File: config.mk
export PLATFORM = sky130hd
export DESIGN_NAME = mem_port_arbiter
export DESIGN_NICKNAME = d
export VERILOG_FILES = /design/src/rtl/mem_port_arbiter.sv
export SDC_FILE = /design/constraint.sdc
export NUM_CORES = 1
export LEC_CHECK = 0
export ABC_AREA = 1
export CORE_AREA = 3 3 197 199
export CTS_BUF_LIST = sky130_fd_sc_hd__clkbuf_4 sky130_fd_sc_hd__clkbuf_8
export CTS_CLUSTER_SIZE = 28
export DETAILED_ROUTE_END_ITERATION = 8
export DIE_AREA = 0 0 200 202
export PLACE_DENSITY = 0.7
export SLEW_MARGIN = 20
export SYNTH_ARGS = -nofsm -noshare
export SYNTH_HDL_FRONTEND = slang
export SYNTH_SLANG_ARGS = --single-unit
File: constraint.sdc
create_clock -name clk -period 11.2 [get_ports clk]
set_input_delay 2.8 -clock clk [delete_from_list [all_inputs] [get_ports clk]]
set_output_delay 2.8 -clock clk [all_outputs]
set_load 0.005 [all_outputs]
File: src/rtl/mem_port_arbiter.sv
// rtl/mem_port_arbiter.sv - shares one memory port between instruction fetch and load/store
// LS wins ties unless IF has waited through STARVE_LIM consecutive LS grants.
module mem_port_arbiter #(
  parameter int XLEN       = 64,
  parameter int STARVE_LIM = 4
) (
  input  logic            clk,
  input  logic            rst,
  input  logic            if_req_valid,
  output logic            if_req_ready,
  input  logic [XLEN-1:0] if_addr,
  output logic            if_rsp_valid,
  output logic [31:0]     if_rdata,
  input  logic            ls_req_valid,
  output logic            ls_req_ready,
  input  logic            ls_we,
  input  logic [XLEN-1:0] ls_addr,
  input  logic [XLEN-1:0] ls_wdata,
  input  logic [7:0]      ls_wstrb,
  output logic            ls_rsp_valid,
  output logic [XLEN-1:0] ls_rdata,
  output logic            mem_req_valid,
  input  logic            mem_req_ready,
  output logic            mem_we,
  output logic [XLEN-1:0] mem_addr,
  output logic [XLEN-1:0] mem_wdata,
  output logic [7:0]      mem_wstrb,
  input  logic            mem_rsp_valid,
  input  logic [XLEN-1:0] mem_rdata,
  output logic            busy,
  output logic            spurious_rsp
);

  typedef enum logic [2:0] {IDLE, REQ_IF, REQ_LS, WAIT_IF, WAIT_LS} state_t;

  localparam int CW = $clog2(STARVE_LIM + 1);

  state_t          state, state_nxt;
  logic [CW-1:0]   starve_cnt;
  logic            starve_hit;
  logic            if_hi;

  assign starve_hit = (starve_cnt == CW'(STARVE_LIM));

  always_ff @(posedge clk or posedge rst) begin
    if (rst) state <= IDLE;
    else     state <= state_nxt;
  end

  always_comb begin
    state_nxt = state;
    case (state)
      IDLE:    if (ls_req_ready) state_nxt = REQ_LS;
               else if (if_req_ready) state_nxt = REQ_IF;
      REQ_IF:  if (mem_req_ready) state_nxt = WAIT_IF;
      REQ_LS:  if (mem_req_ready) state_nxt = WAIT_LS;
      WAIT_IF: if (mem_rsp_valid) state_nxt = IDLE;
      WAIT_LS: if (mem_rsp_valid) state_nxt = IDLE;
      default: state_nxt = IDLE;
    endcase
  end

  always_comb begin
    ls_req_ready  = 1'b0;
    if_req_ready  = 1'b0;
    mem_req_valid = 1'b0;
    busy          = (state != IDLE);
    case (state)
      IDLE: begin
        ls_req_ready = ls_req_valid & ~(if_req_valid & starve_hit);
        if_req_ready = if_req_valid & ~ls_req_ready;
      end
      REQ_IF, REQ_LS: mem_req_valid = 1'b1;
      default: ;
    endcase
  end

  always_ff @(posedge clk or posedge rst) begin
    if (rst) begin
      mem_we       <= 1'b0;
      mem_addr     <= '0;
      mem_wdata    <= '0;
      mem_wstrb    <= '0;
      if_hi        <= 1'b0;
      starve_cnt   <= '0;
      if_rsp_valid <= 1'b0;
      ls_rsp_valid <= 1'b0;
      if_rdata     <= '0;
      ls_rdata     <= '0;
      spurious_rsp <= 1'b0;
    end else begin
      if_rsp_valid <= 1'b0;
      ls_rsp_valid <= 1'b0;
      if (ls_req_ready) begin
        mem_we    <= ls_we;
        mem_addr  <= ls_addr;
        mem_wdata <= ls_wdata;
        mem_wstrb <= ls_wstrb;
        if (!if_req_valid)   starve_cnt <= '0;
        else if (!starve_hit) starve_cnt <= starve_cnt + 1'b1;
      end else if (if_req_ready) begin
        mem_we     <= 1'b0;
        mem_addr   <= {if_addr[XLEN-1:3], 3'b000};
        mem_wdata  <= '0;
        mem_wstrb  <= '0;
        if_hi      <= if_addr[2];
        starve_cnt <= '0;
      end
      // Responses only count while a transaction is waiting for one.
      if (state == WAIT_IF && mem_rsp_valid) begin
        if_rsp_valid <= 1'b1;
        if_rdata     <= if_hi ? mem_rdata[63:32] : mem_rdata[31:0];
      end
      if (state == WAIT_LS && mem_rsp_valid) begin
        ls_rsp_valid <= 1'b1;
        ls_rdata     <= mem_we ? '0 : mem_rdata;
      end
      if (mem_rsp_valid && state != WAIT_IF && state != WAIT_LS)
        spurious_rsp <= 1'b1;
    end
  end

endmodule

Yosys cells after proc, flatten, opt, wreduce, memory -nomap -nowiden
Cells that the tools add are included.

Add/sub/neg operators: 1. Equality and inequality tests: 12. Mux-type cells: 25. Bitwise operators: 6. Reductions and logical operators: 12.

Operators with widths (number): $mux 64 (5); $mux 32 (1); $mux 3 (9); $mux 8 (2); $pmux 3 s4 (1); $ne 3x3->1 const B (3); $mux 1 (7); $eq 3x2->1 const B (2); $eq 3x3->1 const B (2); $logic_and 1x1->1 (4); $ne 2x2->1 const B (2); $reduce_and 2->1 (2); $reduce_and 4->1 (1); $reduce_or 2->1 (2); $add 3x1->3 const B (1); $and 1x1->1 (3); $eq 3x1->1 const B (1); $logic_not 3->1 (1); $ne 3x2->1 const B (1); $not 1->1 (3); $reduce_bool 3->1 (1); $ne 2x1->1 const B (1); $reduce_bool 2->1 (1).

Bits in registers: 243. Input port bits: 271. Output and inout bits: 240. Logic and storage cells: 68.

Logic depth before layout (Yosys ltp)
Word-level depth: 10. Depth in mapped cells: 11. Depth with buffers taken out: 10.

Worst setup path before layout
OpenSTA, ideal clock, no wires.

Kind: input-to-output. Start point: input port if_req_valid. End point: output port ls_req_ready. Data arrival time: 3.442 ns. Data required time: 8.400 ns. Setup slack: 4.958 ns. Stages: 5. Path buffers: 2. Cells stage by stage: nand3_1 -> nand2_4 -> nor2_8 -> buf_4 -> buf_2.

Word-level cells in the longest chain between the ends: 4.

RTL lines: start, declared (RTL line 9) `input logic if_req_valid,`; $and 1x1->1 (RTL line 70) `ls_req_ready = ls_req_valid & ~(if_req_valid & starve_hit);`; $not 1->1 (RTL line 70); $and 1x1->1 (RTL line 70); $mux 1 (RTL line 68) `case (state)`; end, declared (RTL line 15) `output logic ls_req_ready,`.

Every way passes these cells.

Worst setup path in the final report
Start point: input port if_req_valid. End point: output port if_req_ready.

Word-level cells in the longest chain between the ends: 6.

RTL lines: $and 1x1->1 (RTL line 70); $not 1->1 (RTL line 70); $and 1x1->1 (RTL line 70); $not 1->1 (RTL line 71) `if_req_ready = if_req_valid & ~ls_req_ready;`; $and 1x1->1 * (RTL line 71); $mux 1 * (RTL line 68); end, declared (RTL line 10) `output logic if_req_ready,`.

Mark *: on every way between the ends. The rest lies on a longest branch, timed or not.

==> results.md <==
- The run finished with clean final reports.
- The core box area is 0.0374 mm^2.
- The leakage power summed over all cells is 0.00837 uW.
- The estimated wirelength of the detail-placed design is 27.1 mm.
- The number of search-and-repair iterations in the first detailed-routing pass is 4.
- The clock skew is ~0.026 ns.
- The number of gates given a new drive strength after cts is 0.
- In this design, the stage delay of the slowest critical-path cell is roughly 0.53 ns.
- In this run, the number of DRC markers left after iteration 0 of detailed routing was 462.
- Sorting the synthesized cells by area gives the leading types as dfrtp_1 (54%), nand2_1 (14%), nand3_1 (8.7%).
- After layout, the design draws a total of roughly 4300 uW.
- The part of the power in combinational logic is 0.445.
- Of all nets on the critical path, the largest fanout is 63.
- 0 antenna diodes ended up in the layout.
- The final-layout worst hold slack is roughly 0.49 ns.
- Along the worst hold path, the cell count comes to 1.
- For this run, the number of Yosys warnings is 0.
- The destination of the worst hold path is if_rdata[28].
- In this run the power spent charging and discharging nets is about 1500 uW.
- The time the worst path needs with I/O delays and setup is 7.83 ns.
- After synthesis, the share of flip-flops with an asynchronous set or reset is 1.00.
- In this run the vertical extent of the chip is 202 um.
- Headroom to the max-slew limit came out at 0.307.
- The number of failing setup endpoints in the final timing report is 0.
- Across the VDD grid, the largest voltage drop is between 100 and 150 uV.
- For this run, the register share of the synthesized area comes to 0.543.
- The most used flip-flop cell after synthesis is dfrtp_1.
- Entering global routing, the biggest net connects 110 pins.
- Of the post-synthesis cell area, the dominant cell type holds 0.543.
- Data on the critical path arrives at its endpoint at just over 5 ns.
- The area of the multi-input gates is roughly 0.0038 mm^2.
- After synthesis the netlist holds a flip-flop and latch count of 243.
- The horizontal die dimension is 200 um.
- Across the whole layout, storage elements account for between 0.006 and 0.007 mm^2.
- The number of primary I/O pins is between 500 and 600.
- Across the run, the number of max-cap violations was 0.
- Dividing the synthesized area by the synthesized cell count gives between 7 and 8 um^2.
- The aggregate routed wire length is between 30 and 40 mm.
- Of the total power, the clock network draws 0.199.
- The count of hold buffers inserted by post-cts repair is 0.
- The count of distinct cell types in the synthesized netlist is 23.
- After technology mapping, the gate count stands at 1400.
- The clock input transition at the sequential cells of the worst setup and hold paths is roughly 0.05 ns.
- The critical path is of the input pin to output port type.
- The global-route wire length before repair is between 50 and 60 mm.
- In the finished design, the share of the clock period the worst path needs comes to 0.699.
- The share of total power in sequential cells is 0.356.
- In this run the critical register-to-register path is launched from starve_cnt[0].
- The overflow left after global routing is 0.
- The number of buffers created by CTS is 43.
- Summed over all instances, the cell type with the most area after synthesis is dfrtp_1.
- Setup repair after global routing left no endpoint under its margin.
- The weighted congestion at the end of routability-driven global placement is 0.823.
- STA puts the critical path data required time at around 8.4 ns.
- The worst hold path begins at if_rdata[28].
- The number of remaining DRC errors is 0.
- The latest clock arrival within the worst-skew pair is approximately 0.55 ns.
- Post-CTS timing repair inserted 0 buffers for setup.
- In the global route stage, overall resource usage came out at 0.182.
- The worst hold path belongs to the class register to register.
- The instance area after placement is 0.0166 mm^2.
- Adding up every negative setup slack in the final design gives 0 ns.
- The count of pins over their slew limit came to 0.
- The capture instance of the worst register-to-register path is mem_addr[30].
- The maximum clock path buffer count is 3.
- By instance count, the leading cell after synthesis is nand2_1.
- The final design area excluding fillers is 0.0175 mm^2.
- The via count of the first global-routing pass is 10894.
- The clock tree from TritonCTS is done.
- The internal power consumption is 2780 uW.
- The routed wire length per instance is 15.8 um.
- The H-tree level count is 2.
- The area growth from synthesis to layout is 56.2%.
- The initialized floorplan defines 71 standard-cell rows.
- The worst register-to-register path has a setup slack of between 8 and 9 ns.
- The die covers 0.0404 mm^2.
- The hold violation count in the final report was 0.
- Measured on the finished design, the core utilization comes to 0.467.
- The share of final-layout standard cells stronger than drive strength 1 is 0.0530.
- The worst setup path is captured at an output port.
- Ranked by instance count, the synthesized netlist is headed by nand2_1 (404), dfrtp_1 (243), inv_1 (243).
- Yosys mapped a number of flops with a built-in enable equal to 0.
- The slowest stage of the critical path belongs to the cell clkdlybuf4s50_1.
- The number of sinks on the clock net is ~240.
- For the pin with the worst max-slew slack, the measured transition is 1.04 ns.
- Traced cell by cell, the critical path runs through clkdlybuf4s50_1 > nand3_1 > nand2_4 > nand2_1 > inv_1 > nand2_2 > buf_4 > inv_1 > clkdlybuf4s50_1.
- The number of buffer cells added on primary ports is ~510.
- After filler insertion, the fill cell instance count of the layout stands at about 3600.
- The netlist area before placement is roughly 0.011 mm^2.
- The number of antenna violations at the first check in global routing is 0.
- The number of vias per cell is roughly 4.5.
- The power per cell area is approximately 240 mW/mm^2.
- The number of nets in the layout is 2148.
- When the netlist entered floorplanning its net count stood at between 1500 and 2000.
- The fraction of power spent switching nets is 0.348.
- The routed layout has about 11000 vias.
- The root buffer selected by CTS is clkbuf_8.
- Timing would allow up to between 0.1 and 0.15 GHz.
- The number of cells traversed by the worst register-to-register path is 11.
- In this run the remaining antenna-violating nets after routing total 0.
- The worst setup path is launched from an input pin.
- For this configuration, the core starts out at a cell density of 0.299.
==> worst max-delay path: cells and delay by family <==
family	cells	cell delay, ns
simple gates	4	0.42
buf+inv	5	1.72
==> layer usage <==
| layer | up-vias | GRT usage | share of wire |
|---|---|---|---|
| li1 | 5289 | - | - |
| met4 | 0 | 0.0531 | 0.022 |
| met5 | - | 0 | 0 |
| met1 | 5036 | 0.217 | 0.39 |
| met2 | 471 | 0.307 | 0.48 |
| met3 | 54 | 0.0678 | 0.11 |
==> registers in the layout, indices dropped and copies added (netlist names) <==
| signal | count |
|---|---|
| if_hi | 1 |
| if_rdata | 32 |
| if_rsp_valid | 1 |
| ls_rdata | 64 |
| ls_rsp_valid | 1 |
| mem_addr | 64 |
| mem_wdata | 64 |
| mem_we | 1 |
| mem_wstrb | 8 |
| spurious_rsp | 1 |
| starve_cnt | 3 |
| state | 3 |
==> worst max path at each step <==
| stage | startpoint | to | depth (start not counted) |
|---|---|---|---|
| floorplan | rst | if_hi | 1 |
| global placement | if_req_valid | if_req_ready | 9 |
| detailed placement | if_req_valid | if_req_ready | 9 |
| CTS | if_req_valid | if_req_ready | 9 |
| global route | if_req_valid | if_req_ready | 9 |
| finish | if_req_valid | if_req_ready | 9 |
==> layout make-up <==
type,instances,share of cell area
Clock buffer,66,0.0462
Timing Repair Buffer,521,0.296
Inverter,244,0.0530
Multi-Input combinational cell,822,0.216
Clock inverter,9,0.00437
Sequential cell,243,0.348
Tap cell,511,0.0366
==> cells in the final DEF, fill, tap and decap left out, drive strengths merged <==
| master | n |
|---|---|
| o21bai | 1 |
| inv | 244 |
| bufinv | 1 |
| clkdlybuf4s50 | 508 |
| clkinv | 7 |
| clkinvlp | 1 |
| dfrtp | 243 |
| clkbuf | 66 |
| ha | 2 |
| nand3 | 194 |
| a21oi | 1 |
| o21a | 32 |
| nand2 | 407 |
| buf | 13 |
| xor2 | 1 |
| o21ai | 176 |
| nand4 | 3 |
| nor2 | 5 |
==> cells by family after synthesis <==
logic type               Yosys count  synth area share
buffers and inverters            335             0.122
XOR/XNOR                           1          0.000783
adder cells (fa/ha/maj)            2           0.00224
flip-flops                       243             0.543
AND/OR/NAND/NOR                  609             0.230
AO/OA/AOI/OAI                    210             0.102
==> metrics by stage <==
stage	setup WS [ns]	std cells
after global placement	3.38	2341
after detailed placement	3.39	2341
after CTS	3.35	2416
after global routing	3.22	2416
final	3.37	2416
after floorplan	1.73	1400
==> power by group through the flow <==
stage	Sequential [uW]	Clock, uW	Combinational [uW]
floorplan	1520	0	781
detailed placement	1530	0	1920
finish	1520	848	1900
global placement	1510	0	1900
CTS	1520	879	1930
global route	1570	925	2090
(Power assumes the default switching activity.)
